[config.mk]
export PLATFORM = sky130hd
export DESIGN_NAME = secded_scrub
export DESIGN_NICKNAME = d
export VERILOG_FILES = /design/src/rtl/secded_scrub_pkg.sv /design/src/rtl/scrub_fifo.sv /design/src/rtl/secded_scrub.sv
export SDC_FILE = /design/constraint.sdc
export NUM_CORES = 1
export LEC_CHECK = 0
export BUFFER_PORTS_ARGS = -buffer_cell sky130_fd_sc_hd__buf_2
export CORE_MARGIN = 2
export CORE_UTILIZATION = 40
export DETAILED_ROUTE_END_ITERATION = 12
export MAX_ROUTING_LAYER = met4
export PLACE_DENSITY = 0.65
export REMOVE_ABC_BUFFERS = 1
export SETUP_SLACK_MARGIN = 0.2
export SLEW_MARGIN = 20
export SYNTH_ARGS = -nofsm -noshare
export SYNTH_HDL_FRONTEND = slang
export SYNTH_SLANG_ARGS = --single-unit
[constraint.sdc]
create_clock -name clk_i -period 5.7 [get_ports clk_i]
set_clock_uncertainty 0.05 [all_clocks]
set_input_delay 0.285 -clock clk_i [delete_from_list [all_inputs] [get_ports clk_i]]
set_output_delay 0.285 -clock clk_i [all_outputs]
set_load 0.05 [all_outputs]
[src/rtl/secded_scrub_pkg.sv]
// Shared definitions for the SECDED scrubber: register map, FSM states, queue entry layout.
package secded_scrub_pkg;

    localparam int unsigned ADDR_W = 32;
    localparam int unsigned DATA_W = 32;

    // Register map inside the 0x0000_06xx SECDED window
    localparam logic [ADDR_W-1:0] SCRUB_CTRL   = 32'h0000_0600;
    localparam logic [ADDR_W-1:0] SCRUB_STATUS = 32'h0000_0604;
    localparam logic [ADDR_W-1:0] SCRUB_SCNT   = 32'h0000_0608;
    localparam logic [ADDR_W-1:0] SCRUB_DCNT   = 32'h0000_060C;
    localparam logic [ADDR_W-1:0] SCRUB_DADDR  = 32'h0000_0610;

    // CTRL / STATUS bit positions
    localparam int unsigned CTRL_EN_BIT     = 0;
    localparam int unsigned CTRL_IRQ_EN_BIT = 1;
    localparam int unsigned CTRL_CLR_BIT    = 2;
    localparam int unsigned STAT_OVF_BIT    = 8;
    localparam int unsigned STAT_DBL_BIT    = 9;

    // Scrub write-back sequencer states
    typedef enum logic [1:0] {
        ST_IDLE = 2'd0,
        ST_REQ  = 2'd1,
        ST_WR   = 2'd2,
        ST_HOLD = 2'd3
    } scrub_state_e;

    // One pending scrub: where to write and the corrected word
    typedef struct packed {
        logic [ADDR_W-1:0] addr;
        logic [DATA_W-1:0] data;
    } scrub_entry_t;

endpackage

[src/rtl/scrub_fifo.sv]
// Pending-scrub queue: DEPTH entries of {addr, data}, simultaneous push/pop allowed.
module scrub_fifo
    import secded_scrub_pkg::*;
#(
    parameter int unsigned DEPTH = 4
) (
    input  logic                   clk_i,
    input  logic                   rst_i,
    input  logic                   push_i,
    input  logic                   pop_i,
    input  scrub_entry_t           din_i,
    output scrub_entry_t           head_c_o,
    output logic                   full_o,
    output logic                   empty_o,
    output logic [$clog2(DEPTH):0] count_o
);

    localparam int unsigned PW = $clog2(DEPTH);
    localparam int unsigned CW = PW + 1;

    scrub_entry_t    mem_q [DEPTH];
    logic [PW-1:0]   wr_ptr_q;
    logic [PW-1:0]   rd_ptr_q;
    logic [CW-1:0]   cnt_q;
    logic [CW-1:0]   cnt_d;
    logic            full_q;
    logic            empty_q;
    logic            do_push;
    logic            do_pop;

    // A push into a full queue is accepted only when the head leaves in the same cycle
    assign do_pop  = pop_i & ~empty_q;
    assign do_push = push_i & (~full_q | do_pop);

    // Occupancy next-state
    always_comb begin
        cnt_d = cnt_q;
        if (do_push && !do_pop) begin
            cnt_d = cnt_q + CW'(1);
        end else if (!do_push && do_pop) begin
            cnt_d = cnt_q - CW'(1);
        end
    end

    // Pointers and status flags
    always_ff @(posedge clk_i or negedge rst_i) begin
        if (!rst_i) begin
            wr_ptr_q <= '0;
            rd_ptr_q <= '0;
            cnt_q    <= '0;
            full_q   <= 1'b0;
            empty_q  <= 1'b1;
        end else begin
            if (do_push) wr_ptr_q <= wr_ptr_q + PW'(1);
            if (do_pop)  rd_ptr_q <= rd_ptr_q + PW'(1);
            cnt_q   <= cnt_d;
            full_q  <= (cnt_d == CW'(DEPTH));
            empty_q <= (cnt_d == '0);
        end
    end

    // Entry storage; contents are don't-care until written
    always_ff @(posedge clk_i) begin
        if (do_push) mem_q[wr_ptr_q] <= din_i;
    end

    assign head_c_o = mem_q[rd_ptr_q];
    assign full_o   = full_q;
    assign empty_o  = empty_q;
    assign count_o  = cnt_q;

endmodule

[src/rtl/secded_scrub.sv]
// SECDED scrubber: queues corrected single-bit errors and writes them back through an
// arbitrated memory port; counts single/double errors behind a Wishbone register block.
module secded_scrub
    import secded_scrub_pkg::*;
#(
    parameter int unsigned DEPTH = 4,
    parameter int unsigned CNT_W = 32
) (
    input  logic              clk_i,
    input  logic              rst_i,
    input  logic              err_single_i,
    input  logic              err_double_i,
    input  logic [ADDR_W-1:0] err_addr_i,
    input  logic [DATA_W-1:0] corr_data_i,
    output logic              scrub_req_o,
    input  logic              scrub_gnt_i,
    output logic              scrub_we_o,
    output logic [ADDR_W-1:0] scrub_addr_o,
    output logic [DATA_W-1:0] scrub_wdata_o,
    output logic              irq_o,
    input  logic              cyc_i,
    input  logic              stb_i,
    input  logic              we_i,
    input  logic [31:0]       adr_i,
    input  logic [31:0]       dat_i,
    output logic [31:0]       dat_o,
    output logic              ack_o
);

    localparam int unsigned CW = $clog2(DEPTH) + 1;

    scrub_state_e      state_q, state_d;
    logic              req_q, req_d;
    logic              we_q, we_d;
    logic [ADDR_W-1:0] saddr_q, saddr_d;
    logic [DATA_W-1:0] swdata_q, swdata_d;

    logic              sgl_prev_q, dbl_prev_q;
    logic [ADDR_W-1:0] last_addr_q;
    logic              en_q, en_d;
    logic              irq_en_q, irq_en_d;
    logic              ovf_q, ovf_d;
    logic              dbl_q, dbl_d;
    logic [CNT_W-1:0]  scnt_q, scnt_d;
    logic [CNT_W-1:0]  dcnt_q, dcnt_d;
    logic [ADDR_W-1:0] daddr_q, daddr_d;
    logic              irq_q, irq_d;
    logic              ack_q;
    logic [31:0]       dat_q;
    logic [31:0]       rdata_c;
    logic [31:0]       status_c;

    scrub_entry_t      head;
    scrub_entry_t      push_entry;
    logic              fifo_full, fifo_empty;
    logic [CW-1:0]     fifo_cnt;
    logic              sgl_rise, dbl_rise;
    logic              dup, take, push, pop, ovf_set;
    logic              wb_req, ctrl_wr, clr;
    logic              unused_c;

    assign unused_c = ^dat_i[31:3];

    assign wb_req  = cyc_i & stb_i & ~ack_q;
    assign ctrl_wr = wb_req & we_i & (adr_i == SCRUB_CTRL);
    assign clr     = ctrl_wr & dat_i[CTRL_CLR_BIT];

    // A repeat of the newest queued address is dropped; a full queue drops but still counts
    assign sgl_rise = err_single_i & ~sgl_prev_q;
    assign dbl_rise = err_double_i & ~dbl_prev_q;
    assign dup      = sgl_rise & en_q & ~fifo_empty & (err_addr_i == last_addr_q);
    assign take     = sgl_rise & en_q & ~dup;
    assign pop      = (state_q == ST_WR);
    assign push     = take & (~fifo_full | pop);
    assign ovf_set  = take & fifo_full & ~pop;

    assign push_entry = '{addr: err_addr_i, data: corr_data_i};

    scrub_fifo #(
        .DEPTH (DEPTH)
    ) u_fifo (
        .clk_i    (clk_i),
        .rst_i    (rst_i),
        .push_i   (push),
        .pop_i    (pop),
        .din_i    (push_entry),
        .head_c_o (head),
        .full_o   (fifo_full),
        .empty_o  (fifo_empty),
        .count_o  (fifo_cnt)
    );

    // Write-back sequencer next state; address/data latched on REQ entry stay put through WR
    always_comb begin
        state_d  = state_q;
        req_d    = 1'b0;
        we_d     = 1'b0;
        saddr_d  = saddr_q;
        swdata_d = swdata_q;
        case (state_q)
            ST_IDLE: begin
                if (!fifo_empty && en_q) begin
                    state_d  = ST_REQ;
                    saddr_d  = head.addr;
                    swdata_d = head.data;
                end
            end
            ST_REQ: begin
                if (!en_q) begin
                    state_d = ST_IDLE;
                end else if (scrub_gnt_i) begin
                    state_d = ST_WR;
                end
            end
            ST_WR:   state_d = ST_HOLD;
            ST_HOLD: state_d = ST_IDLE;
            default: state_d = ST_IDLE;
        endcase
        req_d = (state_d == ST_REQ);
        we_d  = (state_d == ST_WR);
    end

    // Sequencer state and its registered outputs
    always_ff @(posedge clk_i or negedge rst_i) begin
        if (!rst_i) begin
            state_q  <= ST_IDLE;
            req_q    <= 1'b0;
            we_q     <= 1'b0;
            saddr_q  <= '0;
            swdata_q <= '0;
        end else begin
            state_q  <= state_d;
            req_q    <= req_d;
            we_q     <= we_d;
            saddr_q  <= saddr_d;
            swdata_q <= swdata_d;
        end
    end

    // Control, saturating counters and sticky flags; a clear beats a same-cycle increment
    always_comb begin
        en_d     = en_q;
        irq_en_d = irq_en_q;
        scnt_d   = scnt_q;
        dcnt_d   = dcnt_q;
        daddr_d  = daddr_q;
        ovf_d    = ovf_q | ovf_set;
        dbl_d    = dbl_q | dbl_rise;
        if (ctrl_wr) begin
            en_d     = dat_i[CTRL_EN_BIT];
            irq_en_d = dat_i[CTRL_IRQ_EN_BIT];
        end
        if (take && (scnt_q != '1)) scnt_d = scnt_q + CNT_W'(1);
        if (dbl_rise) begin
            daddr_d = err_addr_i;
            if (dcnt_q != '1) dcnt_d = dcnt_q + CNT_W'(1);
        end
        if (clr) begin
            scnt_d = '0;
            dcnt_d = '0;
            ovf_d  = 1'b0;
            dbl_d  = 1'b0;
        end
        irq_d = irq_en_d & (ovf_d | dbl_d);
    end

    // Register-block and error-edge state
    always_ff @(posedge clk_i or negedge rst_i) begin
        if (!rst_i) begin
            sgl_prev_q  <= 1'b0;
            dbl_prev_q  <= 1'b0;
            last_addr_q <= '0;
            en_q        <= 1'b1;
            irq_en_q    <= 1'b0;
            scnt_q      <= '0;
            dcnt_q      <= '0;
            daddr_q     <= '0;
            ovf_q       <= 1'b0;
            dbl_q       <= 1'b0;
            irq_q       <= 1'b0;
        end else begin
            sgl_prev_q  <= err_single_i;
            dbl_prev_q  <= err_double_i;
            if (push) last_addr_q <= err_addr_i;
            en_q        <= en_d;
            irq_en_q    <= irq_en_d;
            scnt_q      <= scnt_d;
            dcnt_q      <= dcnt_d;
            daddr_q     <= daddr_d;
            ovf_q       <= ovf_d;
            dbl_q       <= dbl_d;
            irq_q       <= irq_d;
        end
    end

    // STATUS word assembly
    always_comb begin
        status_c               = '0;
        status_c[4:0]          = 5'(fifo_cnt);
        status_c[STAT_OVF_BIT] = ovf_q;
        status_c[STAT_DBL_BIT] = dbl_q;
    end

    // Read mux; unmapped addresses return zero
    always_comb begin
        rdata_c = '0;
        case (adr_i)
            SCRUB_CTRL:   rdata_c = {30'b0, irq_en_q, en_q};
            SCRUB_STATUS: rdata_c = status_c;
            SCRUB_SCNT:   rdata_c = 32'(scnt_q);
            SCRUB_DCNT:   rdata_c = 32'(dcnt_q);
            SCRUB_DADDR:  rdata_c = daddr_q;
            default:      rdata_c = '0;
        endcase
    end

    // Single-cycle Wishbone ack with read data registered alongside it
    always_ff @(posedge clk_i or negedge rst_i) begin
        if (!rst_i) begin
            ack_q <= 1'b0;
            dat_q <= '0;
        end else begin
            ack_q <= wb_req;
            dat_q <= (wb_req && !we_i) ? rdata_c : '0;
        end
    end

    assign scrub_req_o   = req_q;
    assign scrub_we_o    = we_q;
    assign scrub_addr_o  = saddr_q;
    assign scrub_wdata_o = swdata_q;
    assign irq_o         = irq_q;
    assign ack_o         = ack_q;
    assign dat_o         = dat_q;

endmodule
==> flow_metrics.env, run 1 <==
export IMPL_avgSynthCellArea_sq_um=16.3
export IMPL_cts_tree="yes"
export IMPL_netlist_area_sq_um=20100
export IMPL_rsz0062_at_grt="false"
export IMPL_overflow=0
export IMPL_endpoint_kind="register"
export IMPL_cts_sinks=501
export IMPL_start_util=0.403
export IMPL_finalNonFillerCells=2235
export IMPL_dp_hpwl_mm=28.4
export IMPL_max_cap_violations=0
export IMPL_cts_htree_levels=2
export IMPL_maxSlewHeadroom=0.318
export IMPL_cp_slowest_cell="nor4_1"
export IMPL_r2r_slack_ns=1.77
export IMPL_antenna_found_initial=0
export IMPL_critPathMaxFanout=36
export IMPL_use_met2=0.303
export IMPL_drt_iter0_drc=873
export IMPL_grt_start_max_net_pins=117
export IMPL_synth_async_reset_ratio=0.489
export IMPL_final_nets=1665
export IMPL_final_layout_size_suffix_gt1_frac=0.336
export IMPL_place_inst=2068
export IMPL_critical_path_startpoint="err_addr_i[25]"
export IMPL_reg2reg_from="last_addr_q[20]"
export IMPL_wl_mm=46.4
export IMPL_gr_max_usage_layer="met2"
export IMPL_worstPathArrival_ns=4.17
export IMPL_clock_path_buffers=3
export IMPL_rows=82
export IMPL_grt_use_met1=0.244
export IMPL_regToRegEndpoint="u_fifo.mem_q[2][32]"
export IMPL_gp_congestion=0.806
export IMPL_p_leak_nw=9.92
export IMPL_ys_flop_type="edfxtp_1"
export IMPL_syn2layout_area_growth_pct=21.3
export IMPL_track_usage=0.187
export IMPL_syn_inst=1234
export IMPL_clock_latency_ns=0.59
export IMPL_grt_util_met3=0.0283
export IMPL_core_sq_um=49900
export IMPL_hold_violations=0
export IMPL_min_period_ns=3.96
export IMPL_status="completed"
export IMPL_yosysUniqueCellTypes=53
export IMPL_cts_root_buf="clkbuf_16"
export IMPL_worst_slew_pin_slew_ns=1.02
export IMPL_cpPeakStageDelay_ns=0.85
export IMPL_num_vias=11800
export IMPL_cp_required_ns=5.90
export IMPL_ir_drop_mv=0.214
export IMPL_yosys_warnings=0
export IMPL_port_buffers=206
export IMPL_critPathCapture="u_fifo.mem_q[2][32]"
export IMPL_cts_hold_buffers=72
export IMPL_drtPass1Iterations=5
export IMPL_yosysSeqAreaShare=0.689
export IMPL_via_per_inst=5.30
export IMPL_ant_nets=0
export IMPL_path_class="in -> reg"
export IMPL_pin_count=236
export IMPL_die_x_um=228
export IMPL_synth_seq_cells=501
export IMPL_cts_buffers=51
export IMPL_worstPathCellList="dlygate4sd3_1 > buf_2 > xor2_1 > nor4_1 > nand4_1 > o31ai_4 > a21oi_1 > and2_4 > buf_4"
export IMPL_die_y_um=228
export IMPL_fmax_mhz=252
export IMPL_fp_dieArea_sq_um=52000
export IMPL_power_per_cell_area_nw_per_um2=315
export IMPL_grt_pass1_wl_mm=72.7
export IMPL_finalSetupTns_ns=0
export IMPL_final_max_slew_viol_count=0
export IMPL_ctsResizeCount=0
export IMPL_clkTransAtPathRegs_ns=0.06
export IMPL_hold_path_class="in -> reg"
export IMPL_final_cell_mix="edfxtp_1 (256), dfrtp_1 (241), buf_2 (205), mux2_2 (132), nor2_1 (78)"
export IMPL_grt_pass1_vias=12500
export IMPL_period_share=0.695
export IMPL_fill_cells=4310
export IMPL_setup_viol=0
export IMPL_final_common_cell="edfxtp_1"
export IMPL_antenna_cells=0
export IMPL_post_drt_wl_per_cell_um=20.8
export IMPL_post_cts_buffers=0
export IMPL_cp_start_kind="primary input"
export IMPL_rr_worst_depth=7
export IMPL_drc=0
export IMPL_synth_edf_count=256
where the power goes:
part           internal [W]  switching, W
clock               0.00210       0.00138
combinational      0.000119      0.000137
sequential          0.00386     0.0000578
cell usage after synthesis, types with 11 or more instances:
| cell | number | area, sq um |
|---|---|---|
| and2_1 | 16 | 100 |
| dfrtp_1 | 243 | 6080 |
| nand2_1 | 40 | 150 |
| clkbuf_1 | 34 | 128 |
| xnor2_1 | 18 | 158 |
| nand3_1 | 21 | 105 |
| mux4_2 | 64 | 1440 |
| or3_1 | 22 | 138 |
| nand4_1 | 22 | 138 |
| buf_2 | 13 | 65.1 |
| inv_1 | 11 | 41.3 |
| a21oi_1 | 32 | 160 |
| and4_1 | 11 | 96.3 |
| a222oi_1 | 32 | 320 |
| and3_1 | 20 | 125 |
| edfxtp_1 | 256 | 7690 |
| mux2_2 | 132 | 1490 |
| nor4_1 | 13 | 81.3 |
| nor2_1 | 79 | 297 |
| xor2_1 | 53 | 464 |
| o21ai_0 | 23 | 115 |
how the worst min path moves through the flow:
stage                   from           endpoint  slack (ns)  cells after the start
floorplan              rst_i              ack_o       -0.06                      0
finish              dat_i[2]         scnt_q[25]        0.20                      3
detailed placement     rst_i  scrub_wdata_o[23]        0.24                      1
CTS                 dat_i[2]         scnt_q[25]        0.16                      3
global route        dat_i[2]         scnt_q[25]        0.18                      3
global placement       rst_i  scrub_wdata_o[27]        0.24                      1
kinds of logic (layout without fill, tap and decap cells):
| family | after synthesis | in the layout | share of synthesized area |
|---|---|---|---|
| fa+ha+maj | 8 | 8 | 0.00499 |
| xor+xnor | 71 | 71 | 0.0310 |
| mux | 198 | 198 | 0.147 |
| compound gates | 107 | 107 | 0.0389 |
| buf+inv | 71 | 400 | 0.0154 |
| flops | 501 | 501 | 0.689 |
| simple gates | 278 | 278 | 0.0744 |
state kept, by name, summed over array words and instances, names as in the netlist, 2 cells and up:
name	flops
dcnt_q	32
u_fifo.mem_q	256
scrub_wdata_o	32
u_fifo.count_o	3
dat_o	32
last_addr_q	32
scrub_addr_o	32
u_fifo.wr_ptr_q	2
scnt_q	32
daddr_q	32
state_q	2
u_fifo.rd_ptr_q	2
area by class of cell:
type / instances / area, sq um / area share
Inverter: 11 / 41.3 / 0.00170
Multi-Input combinational cell: 662 / 5970 / 0.245
Timing Repair Buffer: 294 / 1890 / 0.0778
Clock buffer: 72 / 1500 / 0.0616
Clock inverter: 23 / 270 / 0.0111
Tap cell: 672 / 841 / 0.0345
Sequential cell: 501 / 13800 / 0.568
worst max-delay path, delay by kind of cell:
family	cells	cell delay, ns
XOR/XNOR	1	0.14
AO/OA/AOI/OAI	2	0.82
AND/OR/NAND/NOR	3	1.69
buffers and inverters	3	1.15
through the flow:
| stage | setup WS (ns) | hold WS, ns | power, W | utilization | area, sq um |
|---|---|---|---|---|---|
| 6_report | 1.74 | 0.201 | 0.00766 | 0.488 | 24300 |
| 5_1_grt | 1.71 | 0.177 | 0.00794 | 0.488 | 24300 |
| 4_1_cts | 1.84 | 0.158 | 0.00776 | 0.488 | 24300 |
| 3_5_place_dp | 1.81 | 0.243 | 0.00421 | 0.438 | 21900 |
| 3_3_place_gp | 1.85 | 0.239 | 0.00420 | 0.438 | 21900 |
| 2_1_floorplan | 2.02 | -0.0606 | 0.00406 | - | 19800 |
per-layer routing:
| layer | vias up | wire length [um] |
|---|---|---|
| met5 | - | 0 |
| met4 | 0 | 1220 |
| met3 | 73 | 2290 |
| met2 | 342 | 22600 |
| met1 | 6117 | 20200 |
| li1 | 5309 | - |
Power figures use the tool's default switching activity.
==> run 2, diff against run 1 <==
==> constraint.sdc (replaced) <==
create_clock -name clk_i -period 4 [get_ports clk_i]
set_clock_uncertainty 0.05 [all_clocks]
set_input_delay 0.2 -clock clk_i [delete_from_list [all_inputs] [get_ports clk_i]]
set_output_delay 0.2 -clock clk_i [all_outputs]
set_load 0.05 [all_outputs]
==> flow_metrics.env, run 2 (same netlist as run 1, synthesis figures left out) <==
export IMPL_via_per_inst=5.31
export IMPL_critPathMaxFanout=16
export IMPL_overflow=0
export IMPL_worstPathCellList="xor2_1 > nor4_1 > nand3_1 > o31a_2 > nand2_1 > buf_4 > mux2_2"
export IMPL_endpoint_kind="register"
export IMPL_clock_path_buffers=3
export IMPL_fill_cells=4277
export IMPL_drc=0
export IMPL_track_usage=0.190
export IMPL_die_y_um=228
export IMPL_switchingPower_w=0.00219
export IMPL_power_per_cell_area_nw_per_um2=443
export IMPL_p_leak_nw=9.99
export IMPL_status="completed"
export IMPL_cts_buffers=50
export IMPL_final_layout_size_suffix_gt1_frac=0.341
export IMPL_clock_latency_ns=0.58
export IMPL_cts_tree="yes"
export IMPL_ir_drop_mv=0.268
export IMPL_final_cell_mix="edfxtp_1 (256), dfrtp_1 (241), buf_2 (205), mux2_2 (132), nor2_1 (78)"
export IMPL_max_cap_violations=0
export IMPL_multi_input_area_sq_um=5970
export IMPL_maxSlewHeadroom=0.336
export IMPL_final_cell_area_sq_um=24500
export IMPL_worstPathArrival_ns=3.38
export IMPL_final_max_slew_viol_count=0
export IMPL_finalSetupTns_ns=0
export IMPL_grt_start_max_net_pins=101
export IMPL_fmax_mhz=336
export IMPL_pin_count=236
export IMPL_clkTransAtPathRegs_ns=0.07
export IMPL_min_period_ns=2.98
export IMPL_gp_congestion=0.845
export IMPL_antenna_found_initial=0
export IMPL_cpPeakStageDelay_ns=0.61
export IMPL_start_util=0.403
export IMPL_wl_mm=47.5
export IMPL_worst_slew_pin_slew_ns=0.992
export IMPL_cp_required_ns=4.41
export IMPL_period_share=0.744
export IMPL_cts_sinks=501
export IMPL_core_sq_um=49900
export IMPL_num_vias=11900
export IMPL_port_buffers=206
export IMPL_rows=82
export IMPL_cp_start_kind="register"
export IMPL_rsz0062_at_grt="false"
export IMPL_final_nets=1679
export IMPL_dpl_instance_area_sq_um=22000
export IMPL_post_drt_wl_per_cell_um=21.1
export IMPL_dp_hpwl_mm=29.8
export IMPL_cp_slowest_cell="nor4_1"
export IMPL_internal_power_w=0.00867
export IMPL_die_x_um=228
export IMPL_final_common_cell="edfxtp_1"
export IMPL_fp_dieArea_sq_um=52000
export IMPL_ant_nets=0
export IMPL_path_class="reg -> reg"
export IMPL_crit_buf_inv=1
export IMPL_grt_pass1_vias=12700
export IMPL_syn2layout_area_growth_pct=22.0
export IMPL_cts_htree_levels=2
export IMPL_seqPwrFrac=0.514
export IMPL_top_register="u_fifo.mem_q"
export IMPL_ctsResizeCount=0
export IMPL_drt_iter0_drc=857
export IMPL_drtPass1Iterations=9
export IMPL_cts_root_buf="clkbuf_16"
export IMPL_largest_reg_flops=256
export IMPL_crit_family="simple AND/OR/NAND/NOR gates"
export IMPL_swShare=0.202
export IMPL_hold_path_class="in -> reg"
export IMPL_hold_violations=0
export IMPL_ff_latch_area_sq_um=13800
export IMPL_antenna_cells=0
export IMPL_grt_pass1_wl_mm=73.8
export IMPL_pwr_share_comb=0.034
export IMPL_pwr_share_clk=0.452
export IMPL_setup_viol=0
run 2: changes by cell type in the layout (fill, tap and decap cells not counted):
cell	previous run	this run
clkinv_4	2	1
clkinvlp_4	1	2
buf_4	15	26
clkbuf_1	11	14
clkinv_2	10	6
clkinv_1	4	2
clkbuf_8	6	8
buf_12	1	5
clkbuf_16	55	54
run 2: worst register-to-register path: stages, from the launching register on:
cell and delay (ns):
dfrtp_1 0.39, xor2_1 0.16, nor4_1 0.61, nand3_1 0.32, o31a_2 0.52, nand2_1 0.13, buf_4 0.30, mux2_2 0.38
run 2: final timing paths:
kind,start,endpoint,slack (ns),cells past startpoint
min,dat_i[2],scnt_q[25],0.12,3
min reg2reg,ack_o,ack_o,0.42,1
max in group asynchronous,rst_i,last_addr_q[4],2.61,3
min in group asynchronous,rst_i,scrub_wdata_o[11],0.25,2
max,last_addr_q[24],last_addr_q[30],1.02,7
max reg2reg,last_addr_q[24],last_addr_q[30],1.02,7
run 2: cell type report:
type | count | area share
timing repair buffer | 309 | 0.0840
clock inverter | 17 | 0.00986
tap | 672 | 0.0343
clock buffer | 76 | 0.0618
sequential | 501 | 0.565
multi-input combinational | 662 | 0.244
inverter | 11 | 0.00169
run 2: timing repair:
item                      CTS  global route
hold endpoints to repair  423             0
setup buffers               0             0
hold buffers               72             0
run 2: power groups by stage:
stage / Combinational [W] / Clock [W] / Sequential, W
6_report: 0.000369 / 0.00491 / 0.00559
5_1_grt: 0.000417 / 0.00526 / 0.00559
4_1_cts: 0.000379 / 0.00505 / 0.00558
3_5_place_dp: 0.000319 / 0 / 0.00569
3_3_place_gp: 0.000307 / 0 / 0.00568
2_1_floorplan: 0.000124 / 0 / 0.00566
run 2: metal layers:
metal	up-vias	wire [um]	GRT usage
li1	5348	-	-
met1	6213	20400	0.244
met4	0	1210	0.0554
met2	315	23700	0.314
met5	-	0	-
met3	70	2170	0.0313
run 2: per-stage QoR:
step	std cells	total power [W]	hold WS, ns	setup slack, ns	utilization
after global placement	2083	0.00599	0.275	0.938	0.442
final	2248	0.0109	0.118	1.02	0.491
after detailed placement	2083	0.00601	0.287	0.889	0.442
after global routing	2248	0.0113	0.107	0.854	0.491
after floorplan	1174	0.00578	-0.146	0.317	-
after CTS	2248	0.0110	0.0691	0.930	0.491
==> run 3, diff against run 2 <==
--- a/config.mk
+++ b/config.mk
@@ -10,7 +10,7 @@
 export CORE_UTILIZATION = 40
 export DETAILED_ROUTE_END_ITERATION = 12
 export MAX_ROUTING_LAYER = met4
-export PLACE_DENSITY = 0.65
+export PLACE_DENSITY = 0.68
 export REMOVE_ABC_BUFFERS = 1
 export SETUP_SLACK_MARGIN = 0.2
 export SLEW_MARGIN = 20
==> constraint.sdc (replaced) <==
create_clock -name clk_i -period 2.45 [get_ports clk_i]
set_clock_uncertainty 0.05 [all_clocks]
set_input_delay 0.1225 -clock clk_i [delete_from_list [all_inputs] [get_ports clk_i]]
set_output_delay 0.1225 -clock clk_i [all_outputs]
set_load 0.05 [all_outputs]
==> flow_metrics.env, run 3 (same netlist as run 1, synthesis figures left out) <==
export IMPL_max_cap_violations=0
export IMPL_critPathMaxFanout=9
export IMPL_final_layout_size_suffix_gt1_frac=0.385
export IMPL_drtPass1Iterations=5
export IMPL_worstPathArrival_ns=2.88
export IMPL_period_share=1.06
export IMPL_cts_sinks=501
export IMPL_track_usage=0.195
export IMPL_internal_power_w=0.0135
export IMPL_holdWs_ns=0.0266
export IMPL_syn2layout_area_growth_pct=28.7
export IMPL_drt_iter0_drc=850
export IMPL_setup_viol=315
export IMPL_fmax_mhz=387
export IMPL_wl_mm=50.0
export IMPL_place_inst=2154
export IMPL_num_vias=12200
export IMPL_antenna_found_initial=3
export IMPL_largest_reg_flops=256
export IMPL_cts_root_buf="clkbuf_16"
export IMPL_setup_slack_ns=-0.137
export IMPL_final_cell_mix="edfxtp_1 (256), dfrtp_1 (241), buf_2 (205), mux2_2 (132), nor2_1 (76)"
export IMPL_swShare=0.214
export IMPL_grt_start_max_net_pins=66
export IMPL_die_x_um=228
export IMPL_power_w=0.0172
export IMPL_cts_htree_levels=2
export IMPL_overflow=0
export IMPL_start_util=0.403
export IMPL_finalNonFillerCells=2347
export IMPL_fp_dieArea_sq_um=52000
export IMPL_cp_required_ns=2.74
export IMPL_min_period_ns=2.59
export IMPL_final_common_cell="edfxtp_1"
export IMPL_p_leak_nw=10.6
export IMPL_final_max_slew_viol_count=0
export IMPL_grt_pass1_vias=12900
export IMPL_hold_violations=0
export IMPL_pwr_share_clk=0.430
export IMPL_dp_hpwl_mm=32.7
export IMPL_status="finished, violations left"
export IMPL_pin_count=236
export IMPL_fill_cells=4110
export IMPL_die_y_um=228
export IMPL_endpoint_kind="register"
export IMPL_via_per_inst=5.20
export IMPL_cts_buffers=50
export IMPL_cp_start_kind="register"
export IMPL_post_drt_wl_per_cell_um=21.3
export IMPL_cts_tree="yes"
export IMPL_maxSlewHeadroom=0.612
export IMPL_ir_drop_mv=0.473
export IMPL_rsz0062_at_grt="true"
export IMPL_drc=0
export IMPL_grt_pass1_wl_mm=76.1
export IMPL_switchingPower_w=0.00367
export IMPL_violations="setup timing"
export IMPL_gp_congestion=0.834
export IMPL_clock_latency_ns=0.59
export IMPL_seqPwrFrac=0.531
export IMPL_pwr_share_comb=0.040
export IMPL_power_per_cell_area_nw_per_um2=665
export IMPL_clkTransAtPathRegs_ns=0.06
export IMPL_port_buffers=206
export IMPL_core_sq_um=49900
export IMPL_path_class="reg -> reg"
export IMPL_ant_nets=0
export IMPL_clock_path_buffers=3
export IMPL_fin_util=0.518
export IMPL_hold_path_class="in -> async"
export IMPL_final_nets=1776
export IMPL_worst_slew_pin_slew_ns=0.583
export IMPL_top_register="u_fifo.mem_q"
export IMPL_rows=82
run 3: area by class of cell:
class / instances / area (sq um) / area share
diodes: 3 / 7.51 / 0.000291
clock buffers: 66 / 1390 / 0.0537
clock inverters: 26 / 199 / 0.00770
inverters: 11 / 41.3 / 0.00160
multi-input cells: 663 / 6090 / 0.236
flip-flops and latches: 501 / 13800 / 0.535
well taps: 672 / 841 / 0.0325
repair buffers: 405 / 3450 / 0.133
run 3: routing by layer:
metal / up-vias / wire length, um / global-route usage
li1: 5537 / - / -
met4: 0 / 1260 / 0.0539
met5: - / 0 / -
met2: 315 / 25000 / 0.320
met1: 6279 / 21200 / 0.250
met3: 75 / 2520 / 0.0361
run 3: critical path, cell delays in order, from the launching register on:
cell and delay, ns:
dfrtp_1 0.40, xor2_2 0.17, nor4_4 0.31, buf_4 0.16
nand4_1 0.12, buf_4 0.19, o31ai_4 0.35, a21oi_4 0.11
and2_4 0.27, clkbuf_16 0.21
run 3: final timing paths:
path                                   start                  end  cells after the start  slack, ns
min reg2reg                scrub_wdata_o[29]    scrub_wdata_o[29]                      1       0.45
max in group asynchronous              rst_i                 en_q                      3       1.50
min in group clk_i                      we_i            dat_o[13]                      5       0.04
min                                    rst_i    scrub_wdata_o[23]                      2       0.03
max reg2reg                  last_addr_q[28]  u_fifo.mem_q[3][19]                      9      -0.14
max                          last_addr_q[28]  u_fifo.mem_q[3][19]                      9      -0.14
run 3: repair_timing:
item	in CTS	in global routing
buffers inserted	2	4
setup endpoints to repair	331	333
gates resized for setup	25	11
hold endpoints to repair	576	0
cloned	5	14
pin swaps	16	4
hold buffers	73	0
run 3: power groups by stage:
| stage | sequential (W) | combinational, W | clock (W) |
|---|---|---|---|
| 6_report | 0.00911 | 0.000686 | 0.00738 |
| 5_1_grt | 0.00913 | 0.000755 | 0.00790 |
| 4_1_cts | 0.00911 | 0.000696 | 0.00757 |
| 3_5_place_dp | 0.00928 | 0.000598 | 0 |
| 3_3_place_gp | 0.00927 | 0.000576 | 0 |
| 2_1_floorplan | 0.00923 | 0.000203 | 0 |
run 3: through the flow:
step	TNS, ns	cell area, sq um	worst slack [ns]
after floorplan	-311.59	19800	-1.23
after detailed placement	-111.07	22900	-0.387
final	-32.77	25800	-0.137
after global routing	-75.79	25800	-0.269
after CTS	-52.27	25400	-0.211
after global placement	-98.26	22900	-0.342
